===== src/rtl/mul_exec_pipe.sv =====
// mul_exec_pipe: 5-stage fixed-latency multiply pipe (ex1..ex5) with write-back from ex5.
// Optional perf counters are enabled with `define MUL_EXEC_PIPE_PERF_EN.
module mul_exec_pipe #(
    parameter int DATA_WIDTH     = 32,
    parameter int REGISTER_WIDTH = 5
) (
    input  logic                      clk_i,
    input  logic                      rst_ni,
    input  logic                      issue_valid_i,
    input  logic [1:0]                issue_op_i,
    input  logic [REGISTER_WIDTH-1:0] issue_wr_reg_i,
    input  logic [DATA_WIDTH-1:0]     issue_a_i,
    input  logic [DATA_WIDTH-1:0]     issue_b_i,
    input  logic                      stall_ex_i,
    input  logic                      flush_i,
    output logic                      ex1_valid_o,
    output logic                      ex2_valid_o,
    output logic                      ex3_valid_o,
    output logic                      ex4_valid_o,
    output logic                      ex5_valid_o,
    output logic [REGISTER_WIDTH-1:0] ex1_wr_reg_o,
    output logic [REGISTER_WIDTH-1:0] ex2_wr_reg_o,
    output logic [REGISTER_WIDTH-1:0] ex3_wr_reg_o,
    output logic [REGISTER_WIDTH-1:0] ex4_wr_reg_o,
    output logic                      wb_is_next_cycle_o,
    output logic                      wb_we_o,
    output logic [REGISTER_WIDTH-1:0] wb_wr_reg_o,
    output logic [DATA_WIDTH-1:0]     wb_data_o
`ifdef MUL_EXEC_PIPE_PERF_EN
    ,
    output logic [31:0]               perf_issued_o,
    output logic [31:0]               perf_stall_o
`endif
);
    localparam int DW = DATA_WIDTH;

    logic [4:0]                v_q, v_d;
    logic [REGISTER_WIDTH-1:0] rd_q [5];
    logic [DW-1:0]             res_q [4];
    logic [1:0]                op_q;
    logic [DW-1:0]             a_q, b_q;
    logic signed [DW:0]        ae, be;
    logic signed [2*DW-1:0]    prod;
    logic [DW-1:0]             res_d;

    // Operands widen by one bit so a single signed multiply serves all four ops.
    always_comb begin
        ae    = $signed({(op_q == 2'd1 || op_q == 2'd2) & a_q[DW-1], a_q});
        be    = $signed({(op_q == 2'd1) & b_q[DW-1], b_q});
        prod  = $signed({{(DW-1){ae[DW]}}, ae}) * $signed({{(DW-1){be[DW]}}, be});
        res_d = (op_q == 2'd0) ? prod[DW-1:0] : prod[2*DW-1:DW];
        v_d   = flush_i ? 5'b0 : stall_ex_i ? v_q : {v_q[3:0], issue_valid_i};
    end

    always_ff @(posedge clk_i) begin
        if (!stall_ex_i) begin
            op_q <= issue_op_i;
            a_q  <= issue_a_i;
            b_q  <= issue_b_i;
        end
    end

    always_ff @(posedge clk_i or negedge rst_ni) begin
        if (!rst_ni) begin
            v_q <= '0;
            for (int k = 0; k < 5; k++) rd_q[k] <= '0;
            for (int k = 0; k < 4; k++) res_q[k] <= '0;
        end else begin
            v_q <= v_d;
            if (!stall_ex_i) begin
                rd_q[0]  <= issue_wr_reg_i;
                res_q[0] <= res_d;
                for (int k = 1; k < 5; k++) rd_q[k] <= rd_q[k-1];
                for (int k = 1; k < 4; k++) res_q[k] <= res_q[k-1];
            end
        end
    end

    assign ex1_valid_o        = v_q[0];
    assign ex2_valid_o        = v_q[1];
    assign ex3_valid_o        = v_q[2];
    assign ex4_valid_o        = v_q[3];
    assign ex5_valid_o        = v_q[4];
    assign ex1_wr_reg_o       = rd_q[0];
    assign ex2_wr_reg_o       = rd_q[1];
    assign ex3_wr_reg_o       = rd_q[2];
    assign ex4_wr_reg_o       = rd_q[3];
    assign wb_wr_reg_o        = rd_q[4];
    assign wb_data_o          = res_q[3];
    assign wb_we_o            = v_q[4] && !stall_ex_i && (rd_q[4] != '0);
    assign wb_is_next_cycle_o = v_q[3] && !stall_ex_i && !flush_i;

`ifdef MUL_EXEC_PIPE_PERF_EN
    logic [31:0] iss_q, stl_q;
    always_ff @(posedge clk_i or negedge rst_ni) begin
        if (!rst_ni) begin
            iss_q <= '0;
            stl_q <= '0;
        end else begin
            if (issue_valid_i && !stall_ex_i && !flush_i) iss_q <= iss_q + 32'd1;
            if (stall_ex_i && (v_q != '0)) stl_q <= stl_q + 32'd1;
        end
    end
    assign perf_issued_o = iss_q;
    assign perf_stall_o  = stl_q;
`endif
endmodule


===== config.mk =====
export PLATFORM = sky130hd
export DESIGN_NAME = mul_exec_pipe
export DESIGN_NICKNAME = d
export VERILOG_FILES = /design/src/rtl/mul_exec_pipe.sv
export SDC_FILE = /design/constraint.sdc
export NUM_CORES = 2
export LEC_CHECK = 0
export ABC_CLOCK_PERIOD_IN_PS = 25800
export CAP_MARGIN = 5
export CORE_MARGIN = 5
export CORE_UTILIZATION = 60
export CTS_CLUSTER_SIZE = 14
export DETAILED_ROUTE_END_ITERATION = 7
export HOLD_SLACK_MARGIN = 0.06
export PLACE_DENSITY = 0.86
export SLEW_MARGIN = 20
export SYNTH_ARGS = -nofsm -noshare
export SYNTH_HDL_FRONTEND = slang
export SYNTH_SLANG_ARGS = --single-unit

===== constraint.sdc =====
create_clock -name clk_i -period 25.8 [get_ports clk_i]
set_input_delay 5.16 -clock clk_i [delete_from_list [all_inputs] [get_ports clk_i]]
set_output_delay 5.16 -clock clk_i [all_outputs]
set_load 0.03 [all_outputs]

# Word-level counts from Yosys, hierarchy flattened
# Cells that the tools add are included.
[op_classes]
n_mul = 1
n_eq_ne = 3
muxes = 3
bitwise_logic = 2
reduce_logical = 9
[ops]
columns = ["op", "count"]
rows = [
  ["$mul 33x33->64", 1],
  ["$mux 32", 1],
  ["$mux 5", 2],
  ["$reduce_bool 5->1", 1],
  ["$logic_and 1x1->1", 4],
  ["$and 1x1->1", 2],
  ["$eq 2x1->1 const B", 1],
  ["$eq 2x2->1 const B", 1],
  ["$logic_not 1->1", 2],
  ["$logic_not 2->1", 1],
  ["$ne 2x1->1 const B", 1],
  ["$logic_or 1x1->1", 1],
]
[word_totals]
register_bits = 224
in_bits = 76
output_inout_bits = 64
word_cells = 31

# Depth between registers and ports, before layout
[logic_depth]
word_depth = 5
mapped_depth = 32
mapped_depth_nobuf = 30

# Worst setup path before layout
# OpenSTA, ideal clock, no wires.
[synth_path]
kind = "input port to output port"
from = "input stall_ex_i"
to = "output wb_we_o"
arrival_ns = 8.042
t_required_ns = 20.640
path_slack_ns = 12.598
cell_stages = 4
n_path_buf = 2
cell_sequence = "clkbuf_1 clkinv_1 clkbuf_1 o311a_1"
[synth_via]
elab_chain_cells = 3
[synth_lines]
columns = ["item", "line", "source"]
rows = [
  ["from (decl)", "14", "input logic stall_ex_i,"],
  ["$logic_not 1->1", "90", "assign wb_we_o = v_q[4] && !stall_ex_i && (rd_q[4] != '0);"],
  ["$logic_and 1x1->1 (2 in series)", "90", ""],
  ["to (decl)", "26", "output logic wb_we_o,"],
]
# Every way passes these cells.

# Final worst setup path
[layout_path]
from = "input stall_ex_i"
to = "output wb_is_next_cycle_o"
[layout_via]
elab_chain_cells = 3
[layout_lines]
columns = ["item", "line", "source"]
rows = [
  ["$logic_not 1->1", "91", "assign wb_is_next_cycle_o = v_q[3] && !stall_ex_i && !flush_i;"],
  ["$logic_and 1x1->1 (2 in series)", "91", ""],
  ["to (decl)", "25", "output logic wb_is_next_cycle_o,"],
]
# Every way passes these cells.

==> qor.log <==
qor: outcome.result_of_the_run finished, final reports clean
qor: cells_and_area.drive_gt1_frac 0.0546
qor: global_route.grt_first_pass_wirelength 190000 um
qor: logic_synthesis.synthesis.nets 6205
qor: cells_and_area.diodes 0
qor: global_route.groute.usage.overall 0.285
qor: logic_synthesis.syn_area 46300 um2
qor: die.die_h 288 um
qor: cells_and_area.most_frequent_standard_cell_in_the_layout_excluding_fill_and_tap_cells inv_1
qor: die.die-width 288 um
qor: die.start_util 0.608
qor: placement.hpwl 90200 um
qor: drt.drcViolationCount 0
qor: sta.rsz_0062_raised_after_global_routing no
qor: worst_hold_path.hold_path_class reg -> reg
qor: sta.timing.slew.headroom 0.310
qor: drt.wl 113000 um
qor: drt.drt_iter0_drcs 2675
qor: drt.drt-vias-per-instance 5.67
qor: logic_synthesis.async_flop_share 0.705
qor: clock_tree.worst_setup_hold_path_clk_slew 0.07 ns
qor: sta.actual_slew_at_the_worst_max_slew_pin 1.03 ns
qor: drt.num_vias 32901
qor: clock_tree.cts_buf_count 28
qor: cells_and_area.n_fill_cell 5668
qor: sta.setup_viol 0
qor: sta.drv_slew 0
qor: logic_synthesis.synthesis.area_per_instance 9.67 um2
qor: cells_and_area.most-common-layout-cells inv_1, fa_1, nand2_1
qor: logic_synthesis.post-synth-top-area-fraction 0.486
qor: logic_synthesis.yosysSeqAreaShare 0.128
qor: global_route.vias_in_the_first_global_route 36963
qor: die.rows 101
qor: worst_setup_path.critical_path.endpoint_type primary output
qor: worst_setup_path.worstSetupStartpointType input port
qor: sta.hold_violations 0
qor: worst_setup_path.worst_ep_arrival_time 7.04 ns
qor: cells_and_area.final_net_count 6169
qor: global_route.grt_antenna_before_repair 2
qor: drt.routedWlPerCell 19.5 um
qor: sta.clock.fmax 82.0 MHz
qor: die.design.die.area 82800 um2
qor: sta.fin_worst_skew 0.0243 ns
qor: cells_and_area.layout.core_utilization 0.647
qor: clock_tree.cts.sink_count 224
qor: worst_setup_path.worst-r2r-cell-count 29
qor: sta.post-route-min-period 12.20 ns
qor: logic_synthesis.synth_flop_cell dfrtp_1
qor: die.floorplan.io_pins 140
qor: logic_synthesis.synth_area_leader_cell fa_1
qor: clock_tree.tritoncts yes
qor: drt.firstDrtPassIters 7
qor: global_route.globalRoute.totalOverflow 0
qor: worst_setup_path.timing.rr.start op_q[0]
qor: worst_setup_path.reg2reg_to res_q[126]
qor: placement.io_buffers 139
qor: worst_hold_path.min_from res_q[69]
qor: logic_synthesis.synth_enable_flop_cells 66
qor: clock_tree.clock-root-buffer clkbuf_16
qor: cells_and_area.areaGrowthSynthToFinish 6.40%
qor: clock_tree.post_cts_buffers 0
qor: flow_run.max-cap-violations 0
qor: worst_hold_path.whs_endpoint res_q[69]
qor: drt.ant_nets 0
qor: clock_tree.cts_resized 0
qor: sta.fin_crit_sh 0.473
qor: worst_setup_path.critPathKind in -> out
qor: die.floorplan.core_area 76200 um2
qor: clock_tree.cts-htree-levels 1
qor: worst_setup_path.r2r_setup_slack 15.99 ns
qor: logic_synthesis.synth-seq-cells 224
qor: worst_setup_path.path_max_fanout 101
qor: worst_setup_path.critPathRequiredTime 20.64 ns
qor: placement.place.gp.congestion 0.967
qor: logic_synthesis.synth-warning-count 0
qor: clock_tree.post_cts_hold_buffer_count 0
qor: worst_hold_path.hold_path_cells 2
qor: clock_tree.cts_max_path_buffers 3
qor: logic_synthesis.netlist-cell-type-count 71
qor: logic_synthesis.syn_inst 4790
qor: logic_synthesis.synth_area_leaders fa_1, inv_1, dfrtp_1
qor: global_route.grt_start_max_net_pins 102
qor: sta.final_layout_setup_total_negative_slack 0 ns
qor: clock_tree.worst_skew_pair.late_latency 0.58 ns
[cells in the mapped netlist, types with 7 or more instances]
master / instances
clkbuf_1: 233
a211oi_1: 16
xnor2_1: 46
o21bai_1: 14
dfrtp_1: 158
edfxtp_1: 66
or2_2: 10
o211ai_1: 7
nand4_1: 14
and3_1: 20
nand3_1: 11
fa_1: 1125
nor2_1: 91
buf_4: 32
ha_1: 214
o21ai_0: 49
xor2_1: 22
a21o_1: 21
and2_1: 276
inv_1: 1201
o21a_1: 14
a21oi_1: 81
mux2_2: 119
nand2_1: 839
nor3_1: 9
[worst max path at each step]
stage               start                 end  slack [ns]  cells past startpoint
2_1_floorplan  stall_ex_i             wb_we_o       12.60                      4
3_3_place_gp   stall_ex_i  wb_is_next_cycle_o       13.72                      5
3_5_place_dp   stall_ex_i             wb_we_o       13.70                      4
4_1_cts        stall_ex_i  wb_is_next_cycle_o       13.67                      5
5_1_grt        stall_ex_i  wb_is_next_cycle_o       13.52                      5
6_report       stall_ex_i  wb_is_next_cycle_o       13.60                      5
[routing by layer]
layer	track usage	vias up	wire length, um
li1	-	13765	-
met1	0.366	16954	41000
met2	0.486	1731	56700
met3	0.0489	449	9910
met4	0.116	2	5410
met5	0	-	13
[worst max-delay path, stage by stage]
cell,delay (ns)
buf_6,0.59
inv_4,0.32
nand2_1,0.20
nor2_1,0.06
clkdlybuf4s50_1,0.60
[flip-flops by register name, indices dropped and copies added (netlist names)]
register,flops
v_q,5
ex1_wr_reg_o,5
ex3_wr_reg_o,5
op_q,2
ex2_wr_reg_o,5
a_q,32
res_q,96
wb_wr_reg_o,5
ex4_wr_reg_o,5
wb_data_o,32
b_q,32
[cell families after synthesis]
kind of cell / synth area share
buf+inv: 0.122
xor+xnor: 0.0129
fa+ha+maj: 0.544
mux: 0.0302
flops: 0.128
compound gates: 0.0379
simple gates: 0.124
[through the flow]
stage / hold slack (ns) / setup WS (ns) / instances / area, um2
after floorplan: 0.447 / 12.60 / 4790 / 46300
after global placement: 0.464 / 13.72 / 5754 / 48400
after detailed placement: 0.476 / 13.70 / 5754 / 48400
after CTS: 0.498 / 13.67 / 5806 / 49300
after global routing: 0.510 / 13.52 / 5806 / 49300
final: 0.498 / 13.60 / 5806 / 49300
[final cells by class]
type                    count  area, um2  share of cell area
clock inverters            15        120             0.00244
well taps                1030       1290              0.0262
multi-input cells        3089      34700               0.704
clock buffers              37        787              0.0160
repair buffers            209       1920              0.0390
inverters                1202       4510              0.0916
flip-flops and latches    224       5940               0.120
Power is left out: the tool's default activity adds up to more than one toggle a clock period on the data nets, which glitch-free logic cannot reach.
